### src/rtl/fdivsqrtpostprocseq.sv
// Resolves the divider's redundant residual one CHUNK slice per cycle, then picks U or UM and
// a sticky bit; latency NCH cycles, holds the result in DONE until OutReady, InReady only in IDLE.
module fdivsqrtpostprocseq #(
  parameter int DIVb  = 64,
  parameter int CHUNK = 16
) (
  input  logic            clk,
  input  logic            reset,
  input  logic            InValid,
  output logic            InReady,
  input  logic [DIVb+3:0] WS,
  input  logic [DIVb+3:0] WC,
  input  logic [DIVb:0]   U,
  input  logic [DIVb:0]   UM,
  input  logic            Abort,
  output logic            OutValid,
  input  logic            OutReady,
  output logic [DIVb:0]   Q,
  output logic            Sticky,
  output logic            Neg
);

  localparam int W     = DIVb + 4;
  localparam int NCH   = (W + CHUNK - 1) / CHUNK;
  localparam int PW    = NCH * CHUNK;
  localparam int LASTW = W - (NCH - 1) * CHUNK;
  localparam int KW    = (NCH > 1) ? $clog2(NCH) : 1;
  localparam logic [KW-1:0]    KLAST    = KW'(NCH - 1);
  localparam logic [CHUNK-1:0] LASTMASK = {CHUNK{1'b1}} >> (CHUNK - LASTW);

  typedef enum logic [1:0] {IDLE, ADD, DONE} state_t;

  state_t          state_q;
  logic [PW-1:0]   ws_q, wc_q;
  logic [DIVb:0]   u_q, um_q, q_q;
  logic [KW-1:0]   k_q;
  logic            carry_q, zero_q, sticky_q, neg_q;

  int              base;
  logic            last_slice;
  logic [CHUNK:0]  slice_sum;
  logic [CHUNK-1:0] slice_s;
  logic            zero_d;
  logic            neg_d;

  // The residual is zero-padded to NCH full slices; the last slice is masked back to its
  // true width so carries into the padding never reach the zero test or the sign bit.
  always_comb begin
    base       = int'(k_q) * CHUNK;
    last_slice = (k_q == KLAST);
    slice_sum  = {1'b0, ws_q[base +: CHUNK]} + {1'b0, wc_q[base +: CHUNK]}
               + {{CHUNK{1'b0}}, carry_q};
    slice_s    = slice_sum[CHUNK-1:0] & (last_slice ? LASTMASK : {CHUNK{1'b1}});
    zero_d     = zero_q & (slice_s == '0);
    neg_d      = slice_s[LASTW-1];
  end

  always_ff @(posedge clk or posedge reset) begin
    if (reset) begin
      state_q  <= IDLE;
      ws_q     <= '0;
      wc_q     <= '0;
      u_q      <= '0;
      um_q     <= '0;
      k_q      <= '0;
      carry_q  <= 1'b0;
      zero_q   <= 1'b0;
      q_q      <= '0;
      sticky_q <= 1'b0;
      neg_q    <= 1'b0;
    end else if (Abort) begin
      state_q <= IDLE;
    end else begin
      case (state_q)
        IDLE: begin
          if (InValid) begin
            ws_q    <= PW'(WS);
            wc_q    <= PW'(WC);
            u_q     <= U;
            um_q    <= UM;
            k_q     <= '0;
            carry_q <= 1'b0;
            zero_q  <= 1'b1;
            state_q <= ADD;
          end
        end
        ADD: begin
          carry_q <= slice_sum[CHUNK];
          zero_q  <= zero_d;
          k_q     <= k_q + 1'b1;
          if (last_slice) begin
            neg_q    <= neg_d;
            sticky_q <= ~zero_d;
            q_q      <= neg_d ? um_q : u_q;
            state_q  <= DONE;
          end
        end
        DONE: begin
          if (OutReady) state_q <= IDLE;
        end
        default: state_q <= IDLE;
      endcase
    end
  end

  assign InReady  = (state_q == IDLE);
  assign OutValid = (state_q == DONE);
  assign Q        = q_q;
  assign Sticky   = sticky_q;
  assign Neg      = neg_q;

endmodule

### config.mk
export PLATFORM = sky130hd
export DESIGN_NAME = fdivsqrtpostprocseq
export DESIGN_NICKNAME = d
export VERILOG_FILES = /design/src/rtl/fdivsqrtpostprocseq.sv
export SDC_FILE = /design/constraint.sdc
export NUM_CORES = 1
export LEC_CHECK = 0
export ABC_AREA = 1
export CAP_MARGIN = 30
export CORE_UTILIZATION = 36
export DETAILED_ROUTE_END_ITERATION = 6
export GPL_ROUTABILITY_DRIVEN = 1
export MAX_ROUTING_LAYER = met4
export SLEW_MARGIN = 40
export SYNTH_ARGS = -nofsm -noshare
export SYNTH_HDL_FRONTEND = slang
export SYNTH_SLANG_ARGS = --single-unit
### constraint.sdc
create_clock -name clk -period 17.9 [get_ports clk]
set_input_delay 5.37 -clock clk [delete_from_list [all_inputs] [get_ports clk]]
set_output_delay 5.37 -clock clk [all_outputs]
set_load 0.005 [all_outputs]
==> load_flow_metrics.sql <==
INSERT INTO impl_metrics (metric_group, metric, value, unit) VALUES
('placed_design', 'placer_s_final_routability_congestion_estimate', '0.8498', ''),
('clock_tree', 'cts_hold_repair.buffers', '0', ''),
('synthesis', 'netlist_top_cells_area', 'dfrtp_1, nand2_1, nor2_1, o21ai_0, o21ai_1', ''),
('timing', 'max_freq', '0.1371', 'GHz'),
('clock_tree', 'cts_root_buf', 'clkbuf_16', ''),
('routing', 'num_vias', '13840', ''),
('setup_path', 'cp.arrival', '7.76', 'ns'),
('placed_design', 'post_dp_cell_area', '19440', 'sq um'),
('setup_path', 'critical_path.cell_chain', 'clkdlybuf4s50_1 > inv_1 > nand3_4 > inv_12 > buf_6 > nand2_1 > o21ai_0', ''),
('run_status', 'run_status', 'complete, no violations', ''),
('power_and_ir_drop', 'power.ir.vdd_worst', '0.1652', 'mV'),
('layout', 'seqCellArea', '8509', 'sq um'),
('layout', 'layout.filler_cells', '4186', ''),
('layout', 'final_cells', '2900', ''),
('setup_path', 'critical-path-max-stage-delay', '0.69', 'ns'),
('routing', 'drt_drc_violations_left', '0', ''),
('floorplan', 'dieWidth', '210.5', 'um'),
('synthesis', 'yosys-top-cells-count', 'nand2_1, dfrtp_1, nor2_1', ''),
('placed_design', 'port_buffers', '339', ''),
('synthesis', 'synth-seq-cells', '340', ''),
('synthesis', 'synth_largest_type_area_fraction', '54.37', '%'),
('timing', 'setup-tns-final', '0', 'ns'),
('synthesis', 'synth.most_common_cell', 'nand2_1', ''),
('synthesis', 'synthCells', '1987', ''),
('routing', 'route.antenna.remaining_nets', '0', ''),
('min_path', 'hp-class', 'flop to flop', ''),
('timing', 'setup-violations-final', '0', ''),
('floorplan', 'initial_core_util', '36.41', '%'),
('floorplan', 'pin_count', '340', ''),
('routing', 'drt_iter0_markers', '1334', ''),
('setup_path', 'timing_worst_setup_path_type', 'input port to flop', ''),
('layout', 'synthesis_to_layout_area_growth', '32.88', '%'),
('timing', 'maxSlewHeadroom', '43.98', '%'),
('clock_tree', 'clk_path_buf_depth', '3', ''),
('synthesis', 'yosysSeqAreaShare', '54.37', '%'),
('timing', 'worst_hold_slack', '0.4722', 'ns'),
('clock_tree', 'htree_num_levels', '2', ''),
('clock_tree', 'clock_latency', '0.56', 'ns'),
('timing', 'fin_worst_skew', '0.01468', 'ns'),
('global_route', 'grt_pass1_vias', '13890', ''),
('global_route', 'grt_antenna_before_repair', '9', ''),
('synthesis', 'ys_async_sr_fraction', '100.0', '%'),
('setup_path', 'worst_setup_path_start_kind', 'input port', ''),
('timing', 'maxSlewViolCount', '0', ''),
('global_route', 'grt_max_degree', '188', ''),
('timing', 'min_period', '7.293', 'ns'),
('synthesis', 'synth_area_per_cell', '7.875', 'sq um'),
('synthesis', 'count_of_flip_flops_with_a_built_in_enable_after_synthesis', '0', ''),
('floorplan', 'die_area', '44300', 'sq um'),
('power_and_ir_drop', 'power_density', '170.4', 'nW/um^2'),
('routing', 'total_wirelength', '48750', 'um'),
('synthesis', 'synth_largest_area_cell', 'dfrtp_1', ''),
('setup_path', 'crit_required', '18.36', 'ns'),
('timing', 'worstMarginPinSlew', '0.8403', 'ns'),
('layout', 'nNetsFinal', '2565', ''),
('clock_tree', 'cts_made_buffers', '40', ''),
('clock_tree', 'tritoncts', 'yes', ''),
('clock_tree', 'cts_setup_buffers', '0', ''),
('timing', 'rsz0062_at_grt', 'false', ''),
('job', 'timing.max_cap.violations', '0', ''),
('synthesis', 'syn-cell-area', '15650', 'sq um'),
('routing', 'detailedRoute.firstPassIterationCount', '5', ''),
('power_and_ir_drop', 'static-leakage-power', '10.16', 'nW'),
('placed_design', 'dp.cells', '2818', ''),
('synthesis', 'dominantRegCellSynth', 'dfrtp_1', ''),
('floorplan', 'core', '42980', 'sq um'),
('layout', 'final_design_area_no_fill', '20790', 'sq um'),
('placed_design', 'pre_cts_slack', '9.912', 'ns'),
('setup_path', 'critPathMaxFanout', '187', ''),
('timing', 'setup_ws', '10.61', 'ns'),
('global_route', 'grt_pass1_wl', '76270', 'um');
==> critical path, delay by kind of cell <==
family,cells,cell delay (ns)
buf+inv,4,1.85
simple gates,2,0.37
compound gates,1,0.12
==> registers in the layout, indices dropped and copies added (netlist names) <==
| signal | flops |
|---|---|
| Q | 65 |
| Sticky | 1 |
| Neg | 1 |
| ws_q | 68 |
| carry_q | 1 |
| wc_q | 68 |
| state_q | 2 |
| u_q | 65 |
| zero_q | 1 |
| um_q | 65 |
| k_q | 3 |
==> power breakdown <==
part           total [mW]  switching [mW]  internal (mW)
Clock               0.815           0.330          0.485
Sequential           1.11           0.123          0.984
Combinational        1.62            1.05          0.574
Total                3.54            1.50           2.04
==> cells in the final DEF, fill, tap and decap left out, types with 2 or more instances in the layout <==
| cell | netlist | final |
|---|---|---|
| clkinv_1 | 2 | 2 |
| nor2_2 | 9 | 8 |
| o211ai_1 | 12 | 12 |
| buf_4 | 10 | 7 |
| buf_12 | 0 | 2 |
| ha_1 | 17 | 17 |
| nand3_1 | 37 | 37 |
| inv_1 | 75 | 74 |
| nand2_2 | 12 | 12 |
| inv_6 | 0 | 2 |
| buf_6 | 7 | 8 |
| nor2_1 | 151 | 151 |
| bufinv_16 | 0 | 2 |
| diode_2 | 0 | 10 |
| clkbuf_8 | 0 | 10 |
| clkinv_8 | 0 | 2 |
| nand4_1 | 3 | 3 |
| o21ai_2 | 20 | 20 |
| nor3_1 | 2 | 2 |
| clkbuf_1 | 50 | 7 |
| o21ai_1 | 90 | 90 |
| nand2_1 | 936 | 936 |
| dfrtp_1 | 340 | 339 |
| nand3_2 | 4 | 3 |
| nand3b_1 | 2 | 2 |
| clkinv_2 | 0 | 8 |
| nor2_4 | 1 | 2 |
| inv_2 | 7 | 6 |
| o21ai_0 | 107 | 107 |
| clkdlybuf4s50_1 | 0 | 339 |
| a21oi_1 | 41 | 41 |
| clkbuf_16 | 0 | 40 |
| fa_1 | 2 | 2 |
==> final timing paths <==
| path | end | slack (ns) | from | cells after the start |
|---|---|---|---|---|
| min | ws_q[52] | 0.47 | ws_q[52] | 2 |
| min reg2reg | ws_q[52] | 0.47 | ws_q[52] | 2 |
| max | ws_q[67] | 10.61 | Abort | 7 |
| min in group asynchronous | wc_q[58] | 5.29 | reset | 2 |
| max in group asynchronous | um_q[6] | 10.78 | reset | 4 |
| max reg2reg | Q[51] | 13.42 | k_q[0] | 14 |
==> through the flow <==
step / power [mW] / util (%)
2_1_floorplan: 2.227 / -
3_3_place_gp: 2.730 / 45.05
3_5_place_dp: 2.750 / 45.22
4_1_cts: 3.583 / 48.31
5_1_grt: 3.832 / 48.37
6_report: 3.544 / 48.38
==> layer usage <==
layer	track usage [%]	vias to the layer above	wire (um)
met5	-	-	0
met4	7.646	0	1212
met3	3.859	78	3195
met2	34.03	491	22080
met1	31.20	6484	22270
li1	-	6786	-
==> logic make-up after synthesis <==
| family | synth area share [%] |
|---|---|
| and+or+nand+nor | 28.99 |
| DFF | 54.37 |
| AOI/OAI and AO/OA | 9.412 |
| buffers and inverters | 5.549 |
| adders and majority gates | 1.615 |
| xor gates and xnor gates | 0.05598 |
==> cell type report <==
cell class / instances / share of cell area [%]
Tap cell: 585 / 3.520
Inverter: 84 / 1.637
Multi-Input combinational cell: 1453 / 30.22
Clock buffer: 57 / 5.602
Timing Repair Buffer: 356 / 17.20
Antenna cell: 10 / 0.1204
Sequential cell: 340 / 40.93
Clock inverter: 15 / 0.7763
(Power assumes the default switching activity.)
